[config.mk]
export PLATFORM = sky130hd
export DESIGN_NAME = clk_divider_bank_flat
export DESIGN_NICKNAME = d
export VERILOG_FILES = /design/src/rtl/clk_divider_bank_if.sv /design/src/rtl/clk_divider_bank.sv /design/src/flat_wrapper.sv
export SDC_FILE = /design/constraint.sdc
export NUM_CORES = 1
export LEC_CHECK = 0
export ABC_AREA = 0
export CORE_ASPECT_RATIO = 0.6
export CORE_MARGIN = 10
export CORE_UTILIZATION = 58
export DETAILED_ROUTE_END_ITERATION = 16
export MAX_ROUTING_LAYER = met4
export PLACE_DENSITY = 0.81
export SYNTH_ARGS = -nofsm -noshare
export SYNTH_HDL_FRONTEND = slang
export SYNTH_SLANG_ARGS = --single-unit
[constraint.sdc]
create_clock -name clk -period 9.15 [get_ports clk]
set_clock_uncertainty 0.1 [all_clocks]
set_input_delay 1.83 -clock clk [delete_from_list [all_inputs] [get_ports clk]]
set_output_delay 1.83 -clock clk [all_outputs]
set_load 0.05 [all_outputs]
[src/rtl/clk_divider_bank_if.sv]
// Control/status bundle for clk_divider_bank: per-channel enable, mode, divisor,
// the shared sync strobe and the registered channel outputs.
interface clk_divider_bank_if #(
  parameter int NCH   = 4,
  parameter int WIDTH = 27
);
  logic [NCH-1:0]       en;
  logic [NCH-1:0]       mode;
  logic [NCH*WIDTH-1:0] div;
  logic                 sync;
  logic [NCH-1:0]       y;
  logic [NCH-1:0]       tick;
  logic [NCH-1:0]       running;

  modport master (output en, mode, div, sync, input  y, tick, running);
  modport slave  (input  en, mode, div, sync, output y, tick, running);
endinterface

[src/rtl/clk_divider_bank.sv]
// Bank of NCH independent divided-clock / tick generators with shadowed divisor
// and mode (reloaded only at wrap, sync or start) and a shared phase-align sync.
module clk_divider_ch #(
  parameter int WIDTH = 27
) (
  input  logic             clk,
  input  logic             clr,
  input  logic             i_en,
  input  logic             i_mode,
  input  logic [WIDTH-1:0] i_div,
  input  logic             i_sync,
  output logic             o_y,
  output logic             o_tick,
  output logic             o_running
);
  typedef enum logic {ST_IDLE = 1'b0, ST_RUN = 1'b1} state_t;

  state_t           r_state, w_state_nxt;
  logic [WIDTH-1:0] r_count;
  logic [WIDTH-1:0] r_p_act;
  logic             r_mode_act;
  logic             r_y;
  logic             r_tick;
  logic             w_wrap;
  logic             w_half;
  logic             w_mode_chg;

  // With P_act=0 both compares hit every cycle, so y toggles once per edge.
  assign w_wrap     = (r_count == r_p_act);
  assign w_half     = (r_count == (r_p_act >> 1));
  assign w_mode_chg = (i_mode != r_mode_act);

  always_ff @(posedge clk or posedge clr) begin
    if (clr) r_state <= ST_IDLE;
    else     r_state <= w_state_nxt;
  end

  always_comb begin
    w_state_nxt = r_state;
    case (r_state)
      ST_IDLE: if (i_en)  w_state_nxt = ST_RUN;
      ST_RUN:  if (!i_en) w_state_nxt = ST_IDLE;
      default:            w_state_nxt = ST_IDLE;
    endcase
  end

  always_comb begin
    o_running = (r_state == ST_RUN);
    o_y       = r_y;
    o_tick    = r_tick;
  end

  always_ff @(posedge clk or posedge clr) begin
    if (clr) begin
      r_count    <= '0;
      r_p_act    <= '0;
      r_mode_act <= 1'b0;
      r_y        <= 1'b0;
      r_tick     <= 1'b0;
    end else begin
      case (r_state)
        ST_IDLE: begin
          r_count <= '0;
          r_y     <= 1'b0;
          r_tick  <= 1'b0;
          if (i_en) begin
            r_p_act    <= i_div;
            r_mode_act <= i_mode;
          end
        end
        default: begin
          if (!i_en || i_sync) begin
            r_count <= '0;
            r_y     <= 1'b0;
            r_tick  <= 1'b0;
            if (i_en) begin
              r_p_act    <= i_div;
              r_mode_act <= i_mode;
            end
          end else if (w_wrap) begin
            r_count    <= '0;
            r_p_act    <= i_div;
            r_mode_act <= i_mode;
            // A mode switch restarts both outputs low on the wrap edge.
            if (w_mode_chg) begin
              r_y    <= 1'b0;
              r_tick <= 1'b0;
            end else if (!r_mode_act) begin
              r_y    <= ~r_y;
              r_tick <= 1'b0;
            end else begin
              r_y    <= 1'b0;
              r_tick <= 1'b1;
            end
          end else begin
            r_count <= r_count + 1'b1;
            r_tick  <= 1'b0;
            if (!r_mode_act) r_y <= r_y ^ w_half;
            else             r_y <= 1'b0;
          end
        end
      endcase
    end
  end
endmodule

module clk_divider_bank #(
  parameter int NCH   = 4,
  parameter int WIDTH = 27
) (
  input  logic               clk,
  input  logic               clr,
  clk_divider_bank_if.slave  bus
);
  logic [NCH-1:0] w_y;
  logic [NCH-1:0] w_tick;
  logic [NCH-1:0] w_running;

  for (genvar gi = 0; gi < NCH; gi++) begin : g_ch
    clk_divider_ch #(.WIDTH(WIDTH)) u_ch (
      .clk       (clk),
      .clr       (clr),
      .i_en      (bus.en[gi]),
      .i_mode    (bus.mode[gi]),
      .i_div     (bus.div[gi*WIDTH +: WIDTH]),
      .i_sync    (bus.sync),
      .o_y       (w_y[gi]),
      .o_tick    (w_tick[gi]),
      .o_running (w_running[gi])
    );
  end

  assign bus.y       = w_y;
  assign bus.tick    = w_tick;
  assign bus.running = w_running;
endmodule

[src/flat_wrapper.sv]
// flat-port wrapper written by rule: the top's interface ports become plain ports
module clk_divider_bank_flat 
#(
  parameter int NCH   = 4,
  parameter int WIDTH = 27
)
  (clk, clr, bus_en, bus_mode, bus_div, bus_sync, bus_y, bus_tick, bus_running);
  clk_divider_bank_if #(.NCH(NCH), .WIDTH(WIDTH)) bus_i ();
  input  logic clk;
  input  logic clr;
  input wire logic [$bits(bus_i.en)-1:0] bus_en;
  input wire logic [$bits(bus_i.mode)-1:0] bus_mode;
  input wire logic [$bits(bus_i.div)-1:0] bus_div;
  input wire logic [$bits(bus_i.sync)-1:0] bus_sync;
  output wire logic [$bits(bus_i.y)-1:0] bus_y;
  output wire logic [$bits(bus_i.tick)-1:0] bus_tick;
  output wire logic [$bits(bus_i.running)-1:0] bus_running;
  assign bus_i.en = bus_en;
  assign bus_i.mode = bus_mode;
  assign bus_i.div = bus_div;
  assign bus_i.sync = bus_sync;
  assign bus_y = bus_i.y;
  assign bus_tick = bus_i.tick;
  assign bus_running = bus_i.running;
  clk_divider_bank #(.NCH(NCH), .WIDTH(WIDTH)) u_core (.clk(clk), .clr(clr), .bus(bus_i));
endmodule
======== Yosys cells after proc, flatten, opt, wreduce, memory -nomap -nowiden ========
Cells that the tools add are included.
operators by class
  add/subtract/negate cells ............... 4
  equality and inequality tests ........... 16
  mux-type cells .......................... 92
  bitwise gates (word level) .............. 8
  reduce and logical (&&, ||, !) cells .... 8
operators by type and width
  kind                   count
  $mux 27                28
  $add 27x1->27 const B  4
  $eq 27x26->1           4
  $eq 27x27->1           4
  $mux 1                 64
  $ne 3x1->1 const B     4
  $logic_not 1->1        4
  $logic_or 1x1->1       4
  $ne 1x1->1             4
  $not 1->1              4
  $xor 1x1->1            4
storage, ports and cells
  bits in registers ....................... 232
  input bits .............................. 119

======== Logic depth before layout (Yosys ltp) ========
  depth after elaboration ................. 6
  depth in mapped cells ................... 8
  depth with buffers taken out ............ 7

======== By module ========
Synthesis repeated with hierarchy kept, for this count alone.
second synthesis, totals
  cells, all modules ...................... 1122
  area, all modules ....................... 12600.8 µm²
modules (own cells, without submodules)
  module                                     instances  cells each  area an instance (µm²)  sequential area each (µm²)
  clk_divider_ch at u_core.g_ch[0].u_ch ...  3          280         3154.3                  1451.4
  clk_divider_ch at u_core.g_ch[3].u_ch      1          282         3138.0                  1451.4

======== Least setup slack after synthesis ========
Ideal clock, no wire load.
  path type ............................... input port to flip-flop
  start ................................... in bus_en[0]
  end ..................................... reg (tool-made name)
  setup time .............................. 0.125 ns
  arrival ................................. 2.919 ns
  path slack .............................. 6.007 ns
  stages on the path ...................... 6
  buffers on the path ..................... 1
  cell sequence ........................... nand2_1 nor2_1 o21ai_2 nand2_2 buf_2 mux2_2
RTL lines
  what         RTL line            RTL
  from (decl)  flat_wrapper.sv:11  input wire logic [$bits(bus_i.en)-1:0] bus_en;

==> results by group <==
Synthesis
  – Seq/Total Area, Yosys: 46.25%
  – Netlist Area Pre-Place: 12550 µm²
  – Post-synthesis cell count: 1128
  – Yosys warning count: 0
  – Top FF cell, synth: dfrtp_1
  – Post-Syn Nets: 1255
  – EDFF count, synth: 0
  – Post-synthesis cell type count: 39
  – Syn avg cell area: 11.13 µm²
  – Ys async rst share: 100.0%
  – #FFs+latches synth: 232

Clock tree
  – Clock transition at path regs: 0.07 ns
  – Worst-case clock buffer depth: 3
  – Hold-fix buffers, CTS: 0
  – Clock sinks: 232
  – CTS Buf Count: 22
  – Post-CTS Setup Inserts: 0
  – CTS resizes: 0
  – H-tree depth: 1
  – CTS tree: built
  – CTS root buf: clkbuf_16
  – Clk_lat worst skew: 0.51 ns

Setup path
  – Delay of the slowest critical-path stage: 0.69 ns
  – Family with the most delay on the worst path: simple AND/OR/NAND/NOR gates
  – CP cell instances: clkdlybuf4s50_1, nor2_1, o21ai_2, nand2_2, mux2_2
  – CP Capture Type: register
  – Worst Path Buf+Inv: 1
  – WP data arrival: 4.31 ns
  – Internal reg-to-reg setup slack: 5.28 ns
  – Req. time, crit path: 9.44 ns
  – Slowest stage cell, crit path: clkdlybuf4s50_1
  – WS Path Type: input port to register
  – Critical path startpoint category: input port
  – Worst-path fanout max: 28

Timing
  – Worst Tran Pin Value: 1.264 ns
  – RSZ-0062 raised after global routing: no
  – Slew Limit Headroom: 15.72%
  – Setup violators final: 0
  – Final TNS setup: 0 ns
  – Fin crit share: 43.92%
  – Maximum clock frequency: 248.8 MHz
  – Slew Limit Fails: 0
  – Tmin final: 4.019 ns
  – Final Hold Viols: 0

Die
  – Ports: 131
  – Core area: 21140 µm²
  – Die H: 134.0 µm
  – Starting Density: 59.39%
  – Horiz. Die Dim: 209.9 µm
  – Die ar.: 28120 µm²
  – FP Rows: 41

Drt
  – Met3 WL: 1868 µm
  – Metal-1 WL: 14440 µm
  – Routed WL: 29150 µm
  – Routed length per instance: 19.36 µm
  – DR top layer: met4
  – Initial DRC Count: 568
  – Detail Route Antenna Nets: 0
  – Via density: 5.627
  – DRT Pass-1 Iters: 5
  – Drt drc: 0
  – Met2 wire len: 12430 µm
  – Via Count: 8475

Placed design
  – HPWL after detailed placement: 21450 µm
  – IO Port Bufs: 130
  – RePlAce Congestion: 0.9555
  – Placed insts: 1468

Status
  – Outcome: finished, final reports clean

Layout
  – Area grow syn2layout: 16.42%
  – Commonest non-fill, non-tap cell in the layout: dfrtp_1
  – Fillers: 1553
  – Non-filler cells, final: 1506
  – Most frequent cells in the layout: 232 x dfrtp_1, 211 x xor2_1, 130 x clkdlybuf4s50_1, 112 x nor2_1, 90 x xnor2_1
  – Footprint of the multi-input gates: 6331 µm²
  – Layout cells sized above 1: 13.05%
  – Post-layout net count: 1340
  – FF+latch area: 5806 µm²

Global routing
  – Number of global-route vias before repair: 8758
  – Largest net degree at the start of global routing: 103
  – GRT Total Usage: 21.31%
  – Grt ovf: 0
  – First-pass GRT wire length: 47910 µm
  – Initial antenna violation count: 1

Hold path
  – Hold crit path type: register to register

Run
  – Max_cap viols: 0

Power and ir drop
  – Power Dens Cells: 166.4 nW/µm²
  – Leak: 6.326 nW
  – Peak VDD IR: 0.1872 mV
-- layout make-up --
class                           count  share of cell area, %
Antenna cell                        1                0.01712
Clock buffer                       33                  4.675
Clock inverter                      4                 0.4966
Inverter                           10                 0.3082
Multi-Input combinational cell    814                  43.33
Sequential cell                   232                  39.73
Tap cell                          279                  2.389
Timing Repair Buffer              133                  9.059
-- power breakdown --
group / internal [mW] / switching [mW]
logic: 0.180 / 0.125
registers: 1.09 / 0.0859
clock network: 0.569 / 0.385
-- path summary, 6_finish.rpt --
kind / from / end / cells past startpoint
min in group asynchronous: clr / async pin / 2
worst max register to register: u_core.g_ch[3].u_ch.r_count[14] / register / 6
worst min-delay path: u_core.g_ch[2].u_ch.r_mode_act / u_core.g_ch[2].u_ch.o_y / 1
worst min register to register: u_core.g_ch[2].u_ch.r_mode_act / u_core.g_ch[2].u_ch.o_y / 1
worst max-delay path: bus_sync / register / 5
max in group asynchronous: clr / u_core.g_ch[1].u_ch.r_count[10] / 3
-- routing by layer --
metal	GRT usage, %	vias up
met5	-	-
met4	4.178	0
met3	5.240	29
met2	29.71	242
met1	30.75	4220
li1	-	3984
-- Yosys cell counts, types with 6 or more instances --
cell / number / area [µm²]
nand2_1: 45 / 168.9
mux2_4: 58 / 870.8
xnor2_1: 90 / 788.3
dfrtp_1: 232 / 5806
nor4_1: 40 / 250.2
buf_6: 6 / 67.56
o21ai_0: 11 / 55.05
xor2_1: 211 / 1848
ha_1: 8 / 100.1
mux2_2: 54 / 608.1
and3_1: 23 / 143.9
or3_1: 12 / 75.07
nand3_1: 40 / 200.2
a21oi_1: 11 / 55.05
and4_1: 17 / 148.9
inv_1: 10 / 37.54
nor3_1: 19 / 95.09
nor2_1: 112 / 420.4
clkbuf_1: 42 / 157.7
nand4_1: 32 / 200.2
buf_2: 11 / 55.05
buf_4: 13 / 97.59
-- per-stage QoR --
stage	worst slack [ns]	hold WS, ns	area [µm²]	utilization [%]	power [mW]
final	5.131	0.4119	14610	69.14	2.432
after global routing	5.001	0.4477	14610	69.14	2.528
after CTS	5.102	0.4122	14610	69.13	2.454
after detailed placement	4.577	0.4082	13850	65.55	1.492
after global placement	4.643	0.3959	13850	65.55	1.482
after floorplan	0.8587	0.3541	12550	-	1.373
-- kinds of logic (layout without fill, tap and decap cells) --
| group | Yosys count | count (layout) | share of synthesized area [%] |
|---|---|---|---|
| AO/OA/AOI/OAI | 30 | 30 | 1.744 |
| XOR/XNOR | 301 | 301 | 21.00 |
| adder cells (fa/ha/maj) | 8 | 8 | 0.7975 |
| buffers and inverters | 82 | 180 | 3.309 |
| flip-flops | 232 | 232 | 46.25 |
| multiplexers | 116 | 116 | 12.12 |
| other | 0 | 1 | 0 |
| AND/OR/NAND/NOR | 359 | 359 | 14.77 |
No activity file was read; power rests on OpenSTA's default activity.
